==> src/rtl/pixel_writer.sv <==
// Write stage at the tail of the pixel pipeline. It turns (x, y, pixel) into a linear
// frame-buffer address, queues the writes in a small FIFO and drains them into the RAM.
module pixel_writer #(
    parameter int IMG_W  = 320,
    parameter int IMG_H  = 240,
    parameter int ADDR_W = 17,
    parameter int DEPTH  = 4
) (
    input  logic              clk,
    input  logic              reset,
    input  logic              start,
    input  logic              in_valid,
    output logic              in_ready,
    input  logic [9:0]        img_x_in,
    input  logic [9:0]        img_y_in,
    input  logic [7:0]        pixel_in,
    input  logic              mem_busy,
    output logic              mem_wren,
    output logic [ADDR_W-1:0] mem_address,
    output logic [7:0]        mem_data,
    output logic              busy,
    output logic              frame_done,
    output logic              error,
    output logic [1:0]        o_dbg_state
);

    localparam int PIX_TOTAL = IMG_W * IMG_H;
    localparam int CNT_W     = $clog2(PIX_TOTAL + 1);
    localparam int PTR_W     = $clog2(DEPTH);
    localparam int FCNT_W    = $clog2(DEPTH + 1);
    localparam int MUL_W     = ADDR_W + 10;
    localparam int ENTRY_W   = ADDR_W + 8;

    localparam logic [10:0]       X_LIM     = 11'(IMG_W);
    localparam logic [10:0]       Y_LIM     = 11'(IMG_H);
    localparam logic [MUL_W-1:0]  W_MUL     = MUL_W'(IMG_W);
    localparam logic [CNT_W-1:0]  LAST_CNT  = CNT_W'(PIX_TOTAL - 1);
    localparam logic [FCNT_W-1:0] FIFO_FULL = FCNT_W'(DEPTH);

    typedef enum logic [1:0] {
        S_IDLE  = 2'd0,
        S_RUN   = 2'd1,
        S_DRAIN = 2'd2,
        S_DONE  = 2'd3
    } state_t;

    // Handshake: a pixel moves when in_valid and in_ready are both high at a rising
    // edge; in_ready never depends on in_valid, and is low whenever the FIFO is full,
    // even if an entry leaves in the same cycle.

    state_t              r_state;
    logic [CNT_W-1:0]    r_accept_cnt;
    logic                r_error;
    logic                r_busy;
    logic                r_frame_done;

    logic [ENTRY_W-1:0]  r_fifo [DEPTH];
    logic [PTR_W-1:0]    r_wr_ptr;
    logic [PTR_W-1:0]    r_rd_ptr;
    logic [FCNT_W-1:0]   r_count;

    logic                r_mem_wren;
    logic [ADDR_W-1:0]   r_mem_address;
    logic [7:0]          r_mem_data;

    logic                w_transfer;
    logic                w_in_range;
    logic                w_push;
    logic                w_pop;
    logic                w_last;
    logic [MUL_W-1:0]    w_addr_full;
    logic [ADDR_W-1:0]   w_addr;

    assign in_ready    = (r_state == S_RUN) && (r_count < FIFO_FULL);
    assign w_transfer  = in_valid && in_ready;
    assign w_in_range  = ({1'b0, img_x_in} < X_LIM) && ({1'b0, img_y_in} < Y_LIM);
    assign w_push      = w_transfer && w_in_range;
    assign w_pop       = (r_count != '0) && !mem_busy;
    assign w_last      = w_push && (r_accept_cnt == LAST_CNT);

    // Full-width product; the bounds check keeps the result inside the frame.
    assign w_addr_full = (MUL_W'(img_y_in) * W_MUL) + MUL_W'(img_x_in);
    assign w_addr      = w_addr_full[ADDR_W-1:0];

    always_ff @(posedge clk) begin
        if (reset) begin
            r_state      <= S_IDLE;
            r_accept_cnt <= '0;
            r_error      <= 1'b0;
            r_busy       <= 1'b0;
            r_frame_done <= 1'b0;
        end else begin
            r_frame_done <= 1'b0;
            case (r_state)
                S_IDLE: begin
                    if (start) begin
                        r_state      <= S_RUN;
                        r_accept_cnt <= '0;
                        r_error      <= 1'b0;
                        r_busy       <= 1'b1;
                    end
                end
                S_RUN: begin
                    if (w_transfer && !w_in_range) begin
                        r_error <= 1'b1;
                    end
                    if (w_push) begin
                        r_accept_cnt <= r_accept_cnt + 1'b1;
                    end
                    if (w_last) begin
                        r_state <= S_DRAIN;
                    end
                end
                S_DRAIN: begin
                    if ((r_count == '0) && !w_pop) begin
                        r_state      <= S_DONE;
                        r_busy       <= 1'b0;
                        r_frame_done <= 1'b1;
                    end
                end
                S_DONE: begin
                    r_state <= S_IDLE;
                end
                default: begin
                    r_state <= S_IDLE;
                    r_busy  <= 1'b0;
                end
            endcase
        end
    end

    // Storage is not reset; the pointers and count alone define what is valid.
    always_ff @(posedge clk) begin
        if (w_push) begin
            r_fifo[r_wr_ptr] <= {w_addr, pixel_in};
        end
    end

    always_ff @(posedge clk) begin
        if (reset) begin
            r_wr_ptr <= '0;
            r_rd_ptr <= '0;
            r_count  <= '0;
        end else begin
            if (w_push) begin
                r_wr_ptr <= r_wr_ptr + 1'b1;
            end
            if (w_pop) begin
                r_rd_ptr <= r_rd_ptr + 1'b1;
            end
            case ({w_push, w_pop})
                2'b10:   r_count <= r_count + 1'b1;
                2'b01:   r_count <= r_count - 1'b1;
                default: r_count <= r_count;
            endcase
        end
    end

    always_ff @(posedge clk) begin
        if (reset) begin
            r_mem_wren    <= 1'b0;
            r_mem_address <= '0;
            r_mem_data    <= '0;
        end else begin
            r_mem_wren <= w_pop;
            if (w_pop) begin
                {r_mem_address, r_mem_data} <= r_fifo[r_rd_ptr];
            end
        end
    end

    assign mem_wren    = r_mem_wren;
    assign mem_address = r_mem_address;
    assign mem_data    = r_mem_data;
    assign busy        = r_busy;
    assign frame_done  = r_frame_done;
    assign error       = r_error;
    assign o_dbg_state = r_state;

endmodule

==> config.mk <==
export PLATFORM = sky130hd
export DESIGN_NAME = pixel_writer
export DESIGN_NICKNAME = d
export VERILOG_FILES = /design/src/rtl/pixel_writer.sv
export SDC_FILE = /design/constraint.sdc
export NUM_CORES = 1
export LEC_CHECK = 0
export ABC_CLOCK_PERIOD_IN_PS = 5300
export CAP_MARGIN = 20
export CORE_MARGIN = 10
export CORE_UTILIZATION = 61
export CTS_CLUSTER_DIAMETER = 80
export DETAILED_ROUTE_END_ITERATION = 16
export PLACE_DENSITY = 0.84
export SETUP_SLACK_MARGIN = 0.02
export SLEW_MARGIN = 20
export SYNTH_ARGS = -nofsm -noshare
export SYNTH_HDL_FRONTEND = slang
export SYNTH_SLANG_ARGS = --single-unit
==> constraint.sdc <==
create_clock -name clk -period 5.3 [get_ports clk]
set_input_delay 1.06 -clock clk [delete_from_list [all_inputs] [get_ports clk]]
set_output_delay 1.06 -clock clk [all_outputs]
set_load 0.1 [all_outputs]
==> results of run 1 <==
-- cells by family (layout without fill, tap and decap cells) --
logic type / Yosys count / in the layout / share of synthesized area
DFF: 155 / 155 / 0.6022
xor gates and xnor gates: 30 / 30 / 0.04057
buffers and inverters: 37 / 121 / 0.02185
adders and majority gates: 32 / 32 / 0.06205
and+or+nand+nor: 158 / 158 / 0.1285
muxes: 25 / 25 / 0.08261
AOI/OAI and AO/OA: 67 / 67 / 0.06224
-- state kept, by name, summed over array words and instances, names as in the netlist --
register / flops
r_count: 3
mem_address: 17
r_fifo: 100
o_dbg_state: 2
mem_data: 8
mem_wren: 1
busy: 1
frame_done: 1
r_rd_ptr: 2
r_accept_cnt: 17
error: 1
r_wr_ptr: 2
-- final timing paths --
path / endpoint
setup reg to reg: r_count[2]
hold / removal: mem_address[0]
setup / recovery: in_ready
hold reg to reg: mem_address[0]
-- cell type report --
| class | instances | area, um^2 | area share |
|---|---|---|---|
| Clock buffer | 21 | 460.4 | 0.05630 |
| Inverter | 17 | 63.81 | 0.007802 |
| Clock inverter | 11 | 95.09 | 0.01163 |
| Sequential cell | 155 | 4105 | 0.5019 |
| Timing Repair Buffer | 72 | 713.2 | 0.08720 |
| Tap cell | 140 | 175.2 | 0.02142 |
| Multi-Input combinational cell | 312 | 2566 | 0.3138 |
-- critical path, delay by kind of cell, from the launching register on --
| family | cells | cell delay (ns) |
|---|---|---|
| buf+inv | 2 | 1.29 |
| fa+ha+maj | 1 | 0.36 |
| flops | 1 | 0.33 |
| simple gates | 1 | 0.23 |
-- through the flow --
step                      utilization  cells  power, W
after floorplan                     -    504  0.001806
final                          0.7512    728  0.003045
after global routing           0.7512    728  0.003155
after detailed placement       0.6983    695  0.001945
after CTS                      0.7494    727  0.003059
after global placement         0.6980    695  0.001919
-- metal layers --
layer | global-route usage | wire length [um]
met1 | 0.2018 | 5542
met2 | 0.3134 | 7658
met5 | 0 | 0
met3 | 0.04362 | 692
met4 | 0.06640 | 96
-- placed cells by master (no fill, tap or decap), types with 3 or more instances in the layout --
| cell type | count |
|---|---|
| o21ai_0 | 9 |
| dfxtp_1 | 54 |
| xnor2_1 | 21 |
| nor4_1 | 7 |
| inv_1 | 14 |
| clkinv_4 | 4 |
| and2_1 | 6 |
| ha_1 | 29 |
| buf_4 | 7 |
| xor2_1 | 8 |
| a21o_1 | 5 |
| nor3b_1 | 3 |
| nor2_1 | 32 |
| a21oi_1 | 38 |
| nor4_2 | 4 |
| clkbuf_16 | 17 |
| fa_1 | 3 |
| clkinv_2 | 6 |
| nand4_1 | 5 |
| mux4_2 | 25 |
| or3_1 | 4 |
| nor2b_1 | 3 |
| nand3_1 | 9 |
| inv_2 | 3 |
| nand2_1 | 60 |
| clkdlybuf4s50_1 | 64 |
| edfxtp_1 | 100 |
-- where the power goes --
group | switching [W] | total [W] | internal, W
registers | 0.0000159 | 0.00135 | 0.00133
logic | 0.000404 | 0.000578 | 0.000174
clock network | 0.000459 | 0.00112 | 0.000660
total | 0.000878 | 0.00304 | 0.00217
==> flow_summary.toml, run 1 <==
[timing]
rsz0062_at_grt = "no"
max_freq_mhz = 262.9
final.setup.tns_ns = 0
finalSetupViolCount = 0
fin_crit_sh = 0.7176
slew_headroom = 0.2593
finClkSkew_ns = 0.01427
worst_slack_ns = 1.497
slew_violations = 0
hold_viol = 0
post-route-min-period_ns = 3.803
hold_ws_ns = 0.4531
worstMarginPinSlew_ns = 1.111

[synthesis]
synth_edf_count = 100
seq_area_frac_synth = 0.6022
synth_top_cells_by_area = "edfxtp_1, dfxtp_1, mux4_2"
syn_inst = 504
synth_cell_types = 57
netlist_area_um2 = 6815
syn_nets = 569
synth_common_cells = "edfxtp_1, nand2_1, dfxtp_1"
yosys_register_bits = 155
synthMostInstantiatedCell = "edfxtp_1"
synth_largest_area_cell = "edfxtp_1"
ys.warnings.count = 0
avgSynthCellArea_um2 = 13.52
synthDominantCellAreaShare = 0.4406
synth_ff_type = "edfxtp_1"
ys_async_sr_fraction = 0

[job]
drv_cap = 0

[finish]
drive_gt1_frac = 0.1480
final_area_um2 = 8179
area_delta_synth_final_pct = 20.01
antenna_cells = 0
nets = 640
fill_cells = 638

[die]
io_pins = 65
die_h_um = 125.7
die_x_um = 125.7
initial_core_util = 0.6259
coreArea_um2 = 10890
placementRows = 38
die-area_um2 = 15800

[global_route]
grt_pass1_wl_mm = 22.45
grt_pass1_vias = 4445
antenna_found_initial = 0
overflow = 0
grt_max_degree = 41
grt_use_total = 0.1769

[routing]
avgViaCountPerCell = 5.834
drt_iter0_markers = 284
drc_errors = 0
vias = 4247
drt-pass1-iter-count = 4
antenna_left = 0
drt-total-wl_mm = 13.99
wl_per_cell_um = 19.22

[setup_path]
ff2ff_path_depth = 12
crit_chain = "inv_1, ha_1, and2b_1, clkdlybuf4s50_1"
crit_slowest_cell = "clkdlybuf4s50_1"
start_kind = "register"
cp-startpoint = "o_dbg_state[1]"
path_max_fanout = 6
slowest_delay_ns = 1.16
r2r_setup_slack_ns = 2.65
critPathCaptureType = "output pin"
criticalPathCategory = "reg2out"
cp.arrival_ns = 2.74
required_ns = 4.24
reg2reg_from = "o_dbg_state[1]"

[clock_tree]
cts_tree = "done"
cts_sinks = 155
numCtsBuffers = 17
cts_resized = 0
clkSlewWorstSetupHoldPaths_ns = 0.06
insertion_delay_ns = 0.54
clock_path_buffers = 2
root_buffer = "clkbuf_8"
post_cts_buffers = 0
ctsHtreeMaxLevel = 4
postCtsHoldBufs = 0

[min_path]
hold_path.class = "reg2reg"
min_from = "mem_address[0]"
min_path_cells = 2

[pwr]
ir_drop_mv = 0.3667
leakage_nw = 2.690
power.density_nw_per_um2 = 372.2

[place]
place_congestion = 0.8303
pre_cts_ws_ns = 1.124
post-dp-hpwl_mm = 9.109
placedInstanceArea_um2 = 7604
io_buffers = 64

[run_status]
status = "finished clean"
No activity file was read; power rests on OpenSTA's default activity.
==> inputs of run 2 (changes only) <==
--- a/config.mk
+++ b/config.mk
@@ -5,13 +5,13 @@
 export SDC_FILE = /design/constraint.sdc
 export NUM_CORES = 1
 export LEC_CHECK = 0
-export ABC_CLOCK_PERIOD_IN_PS = 5300
+export ABC_CLOCK_PERIOD_IN_PS = 3800
 export CAP_MARGIN = 20
 export CORE_MARGIN = 10
-export CORE_UTILIZATION = 61
+export CORE_UTILIZATION = 57
 export CTS_CLUSTER_DIAMETER = 80
 export DETAILED_ROUTE_END_ITERATION = 16
-export PLACE_DENSITY = 0.84
+export PLACE_DENSITY = 0.79
 export SETUP_SLACK_MARGIN = 0.02
 export SLEW_MARGIN = 20
 export SYNTH_ARGS = -nofsm -noshare
==> constraint.sdc (replaced) <==
create_clock -name clk -period 3.8 [get_ports clk]
set_input_delay 0.76 -clock clk [delete_from_list [all_inputs] [get_ports clk]]
set_output_delay 0.76 -clock clk [all_outputs]
set_load 0.1 [all_outputs]
==> flow_summary.toml, run 2 (same netlist as run 1, synthesis figures left out) <==
[routing]
drt_iter0_markers = 439
antenna_left = 0
drt-total-wl_mm = 13.59
avgViaCountPerCell = 5.677
vias = 4178
drc_errors = 0
drt-pass1-iter-count = 4
wl_per_cell_um = 18.47

[clock_tree]
insertion_delay_ns = 0.42
cts_sinks = 155
root_buffer = "clkbuf_16"
clkSlewWorstSetupHoldPaths_ns = 0.06
post_cts_buffers = 0
postCtsHoldBufs = 0
numCtsBuffers = 17
clock_path_buffers = 2
ctsHtreeMaxLevel = 4
cts_resized = 0
cts_tree = "done"

[timing]
fin_crit_sh = 0.8895
max_freq_mhz = 295.8
worst_slack_ns = 0.4198
finalSetupViolCount = 0
rsz0062_at_grt = "no"
slew_violations = 0
worstMarginPinSlew_ns = 1.068
hold_viol = 0
post-route-min-period_ns = 3.380
slew_headroom = 0.2880
finClkSkew_ns = 0.003785
hold_ws_ns = 0.4522

[setup_path]
path_common_cell = "ha_1"
crit_chain = "clkdlybuf4s50_1, ha_1, ha_1, fa_1, a211oi_2, or2_1, nand4b_4, nor4_2, xnor3_1"
r2r_setup_slack_ns = 1.21
cp-startpoint = "img_y_in[1]"
critPathCaptureType = "register"
required_ns = 3.95
rr_endpoint = "r_count[2]"
critPathCapture = "r_fifo[0][24]"
slowest_delay_ns = 0.43
crit_slowest_cell = "clkdlybuf4s50_1"
start_kind = "input pin"
cp.arrival_ns = 3.53
ff2ff_path_depth = 12
path_max_fanout = 4
reg2reg_from = "o_dbg_state[1]"
criticalPathCategory = "in2reg"

[die]
initial_core_util = 0.5893
coreArea_um2 = 11560
die-area_um2 = 16730
io_pins = 65
placementRows = 39
die_x_um = 129.3
die_h_um = 129.3

[global_route]
grt_max_degree = 41
overflow = 0
antenna_found_initial = 1
grt_pass1_wl_mm = 22.09
grt_use_total = 0.1714
grt_pass1_vias = 4380

[pwr]
ir_drop_mv = 0.3121
power.density_nw_per_um2 = 530.7
p_total_w = 0.004371
leakage_nw = 2.712

[finish]
final_cells = 736
most-common-layout-cells = "edfxtp_1, clkdlybuf4s50_1, nand2_1, dfxtp_1, a21oi_1"
final-seq-area_um2 = 4105
drive_gt1_frac = 0.1503
fill_cells = 760
final_common_cell = "edfxtp_1"
multi_input_area_um2 = 2562
nets = 644
area_delta_synth_final_pct = 20.86
largest_reg_flops = 100
largest_register = "r_fifo"

[min_path]
hold_path.class = "reg2reg"

[place]
post-dp-hpwl_mm = 8.988
place_congestion = 0.8188
io_buffers = 64
pre_cts_ws_ns = -0.03222
dp_cells = 703

[job]
drv_cap = 0

[run_status]
status = "finished clean"
run 2: cell count changes in the layout (fill, tap and decap cells not counted), moves of 2 or more:
cell and delta:
buf_4 +6, clkinv_2 -4, bufinv_16 +2, clkbuf_1 +2, clkinv_4 -2, clkinvlp_4 +2
run 2: worst min path at each step:
stage                    startpoint               to  slack, ns  depth (start not counted)
detailed placement   mem_address[4]   mem_address[4]       0.45                          2
CTS                  mem_address[4]   mem_address[4]       0.45                          2
floorplan           r_accept_cnt[1]  r_accept_cnt[1]       0.47                          2
global placement        mem_data[2]      mem_data[2]       0.44                          2
finish               mem_address[4]   mem_address[4]       0.45                          2
global route         mem_address[9]   mem_address[9]       0.47                          2
run 2: where the power goes:
| part | switching, W | internal (W) |
|---|---|---|
| Clock | 0.000641 | 0.00105 |
| Combinational | 0.000549 | 0.000249 |
| Sequential | 0.0000235 | 0.00186 |
| Total | 0.00121 | 0.00316 |
run 2: routing by layer:
layer / share of wire / global-route usage / vias to the layer above
met5: 0 / 0 / -
met4: 0.019 / 0.07157 / 0
met3: 0.050 / 0.04282 / 17
met2: 0.52 / 0.2989 / 104
met1: 0.41 / 0.1979 / 2045
li1: - / - / 2012
run 2: through the flow:
step	setup TNS [ns]	util	area, um^2
finish	0	0.7122	8237
detailed placement	-0.1288	0.6605	7639
global route	0	0.7120	8234
global placement	0	0.6605	7639
CTS	0	0.7120	8234
floorplan	0	-	6815
run 2: layout make-up:
cell class	count	area share
sequential	155	0.4984
multi-input combinational	312	0.3111
timing repair buffer	76	0.08841
clock buffer	22	0.05514
tap	143	0.02172
clock inverter	10	0.01717
inverter	17	0.007747
antenna	1	0.0003038
run 2: worst max-delay path: cells and delay by family:
kind,cells,cell delay [ns]
AO/OA/AOI/OAI,1,0.28
XOR/XNOR,1,0.41
adder cells (fa/ha/maj),3,0.97
buffers and inverters,1,0.43
AND/OR/NAND/NOR,3,0.67
==> variant, RTL diff (flow settings as in run 2) <==
Set the parameter `ADDR_W` to 34 (it was 17).
--- a/src/rtl/pixel_writer.sv
+++ b/src/rtl/pixel_writer.sv
@@ -3,7 +3,7 @@
 module pixel_writer #(
     parameter int IMG_W  = 320,
     parameter int IMG_H  = 240,
-    parameter int ADDR_W = 17,
+    parameter int ADDR_W = 34,
     parameter int DEPTH  = 4
 ) (
     input  logic              clk,
Interface: changed (resized mem_address); port bits go from 65 to 82. The function was not compared with the original's and may differ.
==> variant against run 2 <==
Power up 4.7%; setup slack worse by 0.048 ns; sequential cell count is 15 higher; die area increased by 7.8%; design area rose by 8.4%; routed wire length is 16% higher; synthesized area increased by 9.2%; synthesized cell count increased by 12%; critical path type unchanged; largest power group unchanged; highest routed layer unchanged.
==> variant: results <==
[place]
preCtsSetupSlack_ns = -0.0573
gp_congestion = 0.842

[yosys]
ys_top_cells_by_count = "edfxtp_1, nand2_1, dfxtp_1, a21oi_1, ha_1"
synth_xor_area_share_pct = 3.41
netlist_top_cells_area = "edfxtp_1, dfxtp_1, mux4_2"
synth_fa_ha_area_share_pct = 5.85
syn_inst = 566
ys_seq_area_share_pct = 60.8
synth_cell_type_count = 58
synth_edf_count = 112

[timing]
skew_ns = 0.00413

[grt]
grt_max_degree = 31
grtUsageTotal_pct = 18.0
grt_pass1_vias = 5034
grt_use_met1_pct = 20.1
grtUsageMet3_pct = 4.00

[min_path]
hold_end = "mem_address[13]$_SDFFE_PP0P_"
worstHoldStart = "mem_address[13]$_SDFFE_PP0P_"

[drt]
dr_wl_met2_mm = 8.47
drtPass1Iterations = 5
wl_met3_um = 791
first_iter_violations = 389

[run_status]
outcome = "completed"

[power]
ir_worst_vdd_mv = 0.417

[cells_and_area]
fill_cells = 887
multiInputGateArea_sq_um = 2710
antenna_cells = 0
seq_share_pct = 50.7

[worst_setup_path]
arrival_ns = 3.60
cpPeakStageDelay_ns = 0.46
-- variant: cell types whose count changed after synthesis, sizes merged, moves of 6 or more --
cell | before | now
nand2 | 61 | 73
nor3 | 2 | 8
a21oi | 38 | 47
buf | 10 | 20
nor4 | 13 | 4
inv | 17 | 23
edfxtp | 100 | 112
-- variant: cell families (layout without fill, tap and decap cells) --
logic type / Yosys count / after routing
adder cells (fa/ha/maj): 33 / 33
buffers and inverters: 57 / 136
AND/OR/NAND/NOR: 160 / 160
multiplexers: 28 / 28
flip-flops: 170 / 170
AO/OA/AOI/OAI: 88 / 88
XOR/XNOR: 29 / 29
other: 1 / 18
-- variant: worst max-delay path by stage --
stage                                startpoint                       to  slack (ns)  cells after the start
floorplan           o_dbg_state[0]$_SDFFE_PP0P_                 in_ready        0.30                      3
global placement                    img_y_in[1]  r_fifo[0][22]$_DFFE_PP_        0.08                      9
detailed placement                  img_y_in[1]  r_fifo[1][26]$_DFFE_PP_       -0.06                      9
CTS                                 img_y_in[1]  r_fifo[0][26]$_DFFE_PP_        0.39                     10
global route                        img_y_in[1]  r_fifo[2][26]$_DFFE_PP_        0.21                      9
finish                              img_y_in[1]  r_fifo[1][26]$_DFFE_PP_        0.37                     10
-- variant: power breakdown --
part | total, mW | internal (mW) | switching [mW]
Combinational | 0.818 | 0.240 | 0.578
Sequential | 2.06 | 2.04 | 0.0251
Clock | 1.70 | 0.978 | 0.719
-- variant: metrics by stage --
stage	cell area, sq um	total power, mW	hold slack (ns)
CTS	8930	4.60	0.455
global placement	8340	2.89	0.441
floorplan	7510	2.72	0.452
finish	8930	4.58	0.452
detailed placement	8340	2.91	0.446
global route	8930	4.76	0.479
